`config.mk`:
```
export PLATFORM = sky130hd
export DESIGN_NAME = tbus_arbiter
export DESIGN_NICKNAME = d
export VERILOG_FILES = /design/src/rtl/tbus_arb_pkg.sv /design/src/rtl/tbus_rr_pick.sv /design/src/rtl/tbus_arbiter.sv
export SDC_FILE = /design/constraint.sdc
export NUM_CORES = 1
export LEC_CHECK = 0
export CORE_UTILIZATION = 37
export CTS_BUF_LIST = sky130_fd_sc_hd__clkbuf_16
export CTS_CLUSTER_SIZE = 28
export DETAILED_ROUTE_END_ITERATION = 7
export PLACE_DENSITY = 0.68
export SLEW_MARGIN = 0
export SYNTH_ARGS = -nofsm -noshare
export SYNTH_HDL_FRONTEND = slang
export SYNTH_SLANG_ARGS = --single-unit
```
`constraint.sdc`:
```
create_clock -name CLK -period 2.4 [get_ports CLK]
set_input_delay 0.36 -clock CLK [delete_from_list [all_inputs] [get_ports CLK]]
set_output_delay 0.36 -clock CLK [all_outputs]
set_load 0.05 [all_outputs]
```
`src/rtl/tbus_arb_pkg.sv`:
```
// Shared types and width helpers for the tri-state bus arbiter.
// Bus parking is built in when TBUS_ARB_PARK_EN is defined.
package tbus_arb_pkg;

  typedef enum logic [1:0] {
    IDLE,
    OWN,
    TURN,
    PARK
  } arb_state_t;

  function automatic int id_w(input int n);
    return (n < 2) ? 1 : $clog2(n);
  endfunction

  function automatic int cnt_w(input int n);
    return (n < 2) ? 1 : $clog2(n);
  endfunction

  localparam int TA_CYC_DEF   = 2;
  localparam int MAX_HOLD_DEF = 8;
  localparam int TA_W_DEF     = cnt_w(TA_CYC_DEF);
  localparam int HOLD_W_DEF   = cnt_w(MAX_HOLD_DEF);

endpackage

```
`src/rtl/tbus_rr_pick.sv`:
```
// Round-robin winner search: first set request at or above ptr, with wrap.
// Purely combinational; shared by every arbitration point of the sequencer.
module tbus_rr_pick
  import tbus_arb_pkg::*;
#(
  parameter int NREQ = 4
) (
  input  logic [NREQ-1:0]       req,
  input  logic [id_w(NREQ)-1:0] ptr,
  output logic [id_w(NREQ)-1:0] id,
  output logic                  vld
);

  localparam int IW = id_w(NREQ);

  logic [IW-1:0] j;

  always_comb begin
    id  = '0;
    vld = 1'b0;
    j   = '0;
    for (int i = 0; i < NREQ; i++) begin
      j = IW'((int'(ptr) + i) % NREQ);
      if (!vld && req[j]) begin
        vld = 1'b1;
        id  = j;
      end
    end
  end

endmodule

```
`src/rtl/tbus_arbiter.sv`:
```
// Round-robin owner sequencer for a bufz-driven shared bus with all-off gaps.
// Optional bus parking: define TBUS_ARB_PARK_EN.
module tbus_arbiter
  import tbus_arb_pkg::*;
#(
  parameter int NREQ     = 4,
  parameter int TA_CYC   = TA_CYC_DEF,
  parameter int MAX_HOLD = MAX_HOLD_DEF
) (
  input  logic                  CLK,
  input  logic                  RN,
  input  logic [NREQ-1:0]       REQ,
  output logic [NREQ-1:0]       EN,
  output logic [id_w(NREQ)-1:0] GNT_ID,
  output logic                  GNT_VLD,
  output logic                  BUS_FLOAT
);

  localparam int IW = id_w(NREQ);
  localparam int TW = cnt_w(TA_CYC);
  localparam int HW = cnt_w(MAX_HOLD);

  localparam logic [TW-1:0] TURN_LAST = TW'(TA_CYC - 1);
  localparam logic [HW-1:0] HOLD_LAST =
    HW'((MAX_HOLD > 0) ? MAX_HOLD - 1 : 0);
  localparam logic [IW-1:0] ID_LAST = IW'(NREQ - 1);

  if (TA_CYC < 1) begin : g_bad_ta
    $error("tbus_arbiter: TA_CYC must be >= 1");
  end
  if (NREQ < 2 || NREQ > 16) begin : g_bad_nreq
    $error("tbus_arbiter: NREQ must be 2..16");
  end

  arb_state_t    state_q, state_d;
  logic [NREQ-1:0] en_q, en_d;
  logic [IW-1:0] id_q, id_d;
  logic          vld_q, vld_d;
  logic          flt_q, flt_d;
  logic [IW-1:0] ptr_q, ptr_d;
  logic [HW-1:0] hcnt_q, hcnt_d;
  logic [TW-1:0] tcnt_q, tcnt_d;

  logic [IW-1:0]   pk_id;
  logic            pk_vld;
  logic [NREQ-1:0] oth;
  logic            own;
  logic            hold_rel;
  logic            do_grant;
  logic            do_off;

  tbus_rr_pick #(
    .NREQ(NREQ)
  ) u_pick (
    .req(REQ),
    .ptr(ptr_q),
    .id (pk_id),
    .vld(pk_vld)
  );

  always_ff @(posedge CLK or negedge RN) begin
    if (!RN) begin
      state_q <= IDLE;
      en_q    <= '0;
      id_q    <= '0;
      vld_q   <= 1'b0;
      flt_q   <= 1'b1;
      ptr_q   <= '0;
      hcnt_q  <= '0;
      tcnt_q  <= '0;
    end else begin
      state_q <= state_d;
      en_q    <= en_d;
      id_q    <= id_d;
      vld_q   <= vld_d;
      flt_q   <= flt_d;
      ptr_q   <= ptr_d;
      hcnt_q  <= hcnt_d;
      tcnt_q  <= tcnt_d;
    end
  end

  always_comb begin
    state_d  = state_q;
    en_d     = en_q;
    id_d     = id_q;
    vld_d    = vld_q;
    flt_d    = flt_q;
    ptr_d    = ptr_q;
    hcnt_d   = hcnt_q;
    tcnt_d   = tcnt_q;
    do_grant = 1'b0;
    do_off   = 1'b0;

    oth        = REQ;
    oth[id_q]  = 1'b0;
    own        = REQ[id_q];
    hold_rel   = (MAX_HOLD != 0) && (hcnt_q == HOLD_LAST) && (|oth);

    unique case (state_q)
      IDLE: begin
        if (pk_vld) do_grant = 1'b1;
      end
      OWN: begin
        if (!own || hold_rel) begin
          ptr_d  = (id_q == ID_LAST) ? '0 : id_q + 1'b1;
          hcnt_d = '0;
`ifdef TBUS_ARB_PARK_EN
          if (|oth) do_off = 1'b1;
          else      state_d = PARK;
`else
          do_off = 1'b1;
`endif
        end else if (MAX_HOLD != 0 && hcnt_q != HOLD_LAST) begin
          hcnt_d = hcnt_q + 1'b1;
        end
      end
      TURN: begin
        if (tcnt_q == TURN_LAST) begin
          if (pk_vld) do_grant = 1'b1;
          else        state_d = IDLE;
        end else begin
          tcnt_d = tcnt_q + 1'b1;
        end
      end
      PARK: begin
`ifdef TBUS_ARB_PARK_EN
        // Parked driver stays on; only a different winner forces a gap.
        if (pk_vld) begin
          if (pk_id == id_q) begin
            state_d = OWN;
            hcnt_d  = '0;
          end else begin
            do_off = 1'b1;
          end
        end
`else
        state_d = IDLE;
`endif
      end
      default: state_d = IDLE;
    endcase

    if (do_grant) begin
      state_d     = OWN;
      en_d        = '0;
      en_d[pk_id] = 1'b1;
      id_d        = pk_id;
      vld_d       = 1'b1;
      flt_d       = 1'b0;
      hcnt_d      = '0;
    end
    if (do_off) begin
      state_d = TURN;
      en_d    = '0;
      vld_d   = 1'b0;
      flt_d   = 1'b1;
      tcnt_d  = '0;
    end
  end

  assign EN        = en_q;
  assign GNT_ID    = id_q;
  assign GNT_VLD   = vld_q;
  assign BUS_FLOAT = flt_q;

endmodule

```
==> results.txt <==
For this run, global-route usage on met1 was measured as 22.6%. Global routing finished with a remaining overflow of 0. The reported max-cap violation count is 0.

The instance count of the mapped netlist came out at 95. The cell leakage power is 0.546 nW. After routing the design area is 1200 um^2.

The power density over cell area was 1440 nW/um^2. The worst path uses 85.0% of the clock period. The worst-case clock buffer depth came out at 2. STA classifies the critical path startpoint as a flip-flop.

The top fanout value on the critical path is 7. The overall track demand over capacity in global routing was 15.9%; the clock period minus final worst setup slack was 2.04 ns. In this run the standard cell core region covers 2450 um^2. The final worst setup slack was 0.360 ns; the vertical extent of the die was 53.0 um. The total buffers and inverters traversed by the critical path came out at 1. The utilization of the core after routing was 49.0%.

The number of buffers added on ports works out to 13. For the peak supply drop, the log shows 803 uV. The die span in x was 53.0 um. The final reports fail on design-rule violations. The growth of design area from synthesis to finish is 25.1%. In the synthesized netlist the dominant register cell turns out to be dfrtp_1. The logs give 0.00247 ns for the final setup skew and 768 for the routed via count. The tools report the met3 layer usage reported by global route as 2.59%. The worst setup path is captured at a flip-flop. The flow ran to the end, but the final reports show violations. In the global route stage, met2 resource usage came out at 23.0%. Counting flops with a built-in enable in the synthesized netlist gives 0.

TritonCTS built the clock tree. After detailed placement, the total cell area comes to 1120 um^2. Minimum setup slack among reg-to-reg paths: 0.36 ns.

By area the synthesized netlist is led by dfrtp_1, ha_1, mux2_4, nand2_1, o32ai_1. The number of hold violations in the final report was 0; the headroom to the max-slew limit was 51.8%. The congestion estimate from routability-driven global placement came to 0.784. After Yosys synthesis, XOR and XNOR cells account for 0% of the synthesized area.

The run gives 124 as the final layout net count. The starting DRC count in detailed routing is 20. The number of rows in the core area was 18; the number of antenna violations at the first check in global routing was 0.

The wire length of the first global-routing pass was 3160 um. After synthesis the netlist holds a flip-flop and latch count of 16. Summing the areas of all compound-gate instances in the mapped netlist gives 18.2% of the synthesized area. Most frequent cell after synthesis: dfrtp_1. Number of design rule violations left after detail routing: 1.

The via count normalized by instance count is 5.45, and the total nets after synthesis is 107. The largest total area in the synthesized netlist belongs to dfrtp_1. The clock network latency to the later pin of the worst-skew pair was 0.25 ns; the count of antenna diodes in the layout was 0. The commonest cells after synthesis are dfrtp_1, nand2_1, nor2_1. The area of the die is 2800 um^2, and the top-level I/O count is 14.

The run gives 0 ns as the setup TNS. The number of pins exceeding their max-slew limit in the final report came out at 0. In the synthesized netlist, mux cells make up 5.86% of the area.

Maximum clock frequency: 0.490 GHz. At the worst endpoint, the required time is 2.53 ns. By area, the combinational part of the netlist is dominated by simple AND/OR/NAND/NOR gates.

For this configuration, the core starts out at a cell density of 39.1%. The signal on the critical path passes through inv_1 -> ha_1 -> or2b_1 -> a41oi_2 -> a21o_1 -> mux2_4. The adder-cell area share of the yosys netlist was 7.81%. The critical path's slowest cell is dfrtp_1.

Data arrives at the worst endpoint at 2.17 ns. Type of the setup path with the least slack: reg -> reg. The count of nets left with antenna violations once routing finished came out at 0.

Summing the sequential cell areas from Yosys gives 41.8% of the chip area. Highest cell delay on the worst timing path: 0.49 ns. The class of the tightest hold or removal check was reg -> reg.

Once the clock tree was built, the setup fixing pass inserted 0 buffers. Of the cells placed in the final design, the portion with a size suffix greater than 1 is 12.6%. For this design, the CTS-stage hold fixing added 0 buffers.

Grouping stages by cell kind, the critical path spends the most delay in compound AO/OA/AOI/OAI gates. The number of different library cells used by synthesis comes to 34. The actual transition at the worst max-transition pin is 0.721 ns, and the area share of the leading cell type in the synthesized netlist is 39.1%. Most utilized layer in the global route result: met2.

Buffers inserted during clock tree synthesis total 3. The tools report the count of warnings emitted by yosys as 0. The cell sitting at the root of the clock tree is a clkbuf_16. The wire length per cell came out at 14.2 um.

Clock-pin slew on the worst setup and hold paths: 0.05 ns. Number of global-route vias before repair: 681. The post-synthesis async set-or-reset flop share is 100%. Number of resized instances in the post-cts repair step: 0.

At the placement stage, the worst setup path has a slack of 0.165 ns. The area of the mapped netlist is 961 um^2. The run gives 1 as the maximum level of the CTS H-tree. The logs give 16 for the number of clock sinks and 2000 um for the overall routed net length. Setup violations remaining at the end of the flow were counted as 0. Detailed placement finished with a half-perimeter wire length of 1470 um. Setup repair after global routing left no endpoint under its margin.

Summing the areas of all and, or, nand and nor instances in the mapped netlist gives 22.7% of the synthesized area. The post-synthesis average cell area is 10.1 um^2, and the pin count of the biggest net entering global routing is 17. The pre-antenna-repair detailed-routing pass consisted of 6 iterations.
[through the flow]
stage          power, W  hold WS (ns)  cells
3_3_place_gp    0.00139         0.448    137
6_report        0.00173         0.459    141
4_1_cts         0.00175         0.461    141
5_1_grt         0.00184         0.481    141
3_5_place_dp    0.00141         0.449    137
2_1_floorplan   0.00117        0.0644     95
[cells in the final DEF (no fill, tap or decap), types with 2 or more instances in the layout]
cell and n:
or2b_1 3, clkbuf_16 3, clkdlybuf4s50_1 13, ha_1 6, a21o_1 3, nor2_1 8
o211a_1 2, mux2_4 3, o21ai_0 2, inv_1 5, dfrtp_1 15, o21ai_1 2
a21oi_1 5, o32ai_1 4, buf_4 2, or4b_1 2, o211ai_1 2, nand2b_1 4
nand2_1 12
[cell families after synthesis]
group | count (synthesis)
AO/OA/AOI/OAI | 23
adder cells (fa/ha/maj) | 6
multiplexers | 4
buffers and inverters | 7
AND/OR/NAND/NOR | 39
flip-flops | 16
[where the power goes]
group	switching [W]	leakage (nW)	internal [W]
registers	0.000106	0.200	0.000393
logic	0.000541	0.303	0.000371
clock network	0.000102	0.0423	0.000221
[area by class of cell]
type                    count  area [um^2]
clock inverters             1         3.75
inverters                   4         15.0
multi-input cells          72          524
flip-flops and latches     16          402
well taps                  30         37.5
fillers                   217         1250
repair buffers             15          145
clock buffers               3         75.1
[worst register-to-register path, cell delays in order, from the launching register on]
cell and delay, ns:
dfrtp_1 0.49, inv_1 0.12, ha_1 0.19, or2b_1 0.23, a41oi_2 0.27, a21o_1 0.31, mux2_4 0.33
[path summary, 6_finish.rpt]
check,startpoint,cells after the start,endpoint
setup / recovery,GNT_ID[1]$_DFFE_PN0P_,6,ptr_q[0]$_DFFE_PN0P_
hold / removal,BUS_FLOAT$_DFFE_PN1P_,2,BUS_FLOAT$_DFFE_PN1P_
setup reg to reg,GNT_ID[1]$_DFFE_PN0P_,6,ptr_q[0]$_DFFE_PN0P_
hold reg to reg,BUS_FLOAT$_DFFE_PN1P_,2,BUS_FLOAT$_DFFE_PN1P_
max in group asynchronous,RN,1,hcnt_q[1]$_DFFE_PN0P_
min in group asynchronous,RN,1,EN[0]$_DFFE_PN0P_
[routing by layer]
metal,part of all wire [%],up-vias
li1,-,378
met1,48,367
met2,46,20
met3,4.4,3
met4,1.7,0
met5,0,-
[registers in the layout, indices dropped and copies added (netlist names)]
name       count
GNT_VLD        1
GNT_ID         2
BUS_FLOAT      1
hcnt_q         3
ptr_q          2
EN             4
state_q        2
tcnt_q         1
Note: power is estimated with default switching activity, not from simulation.
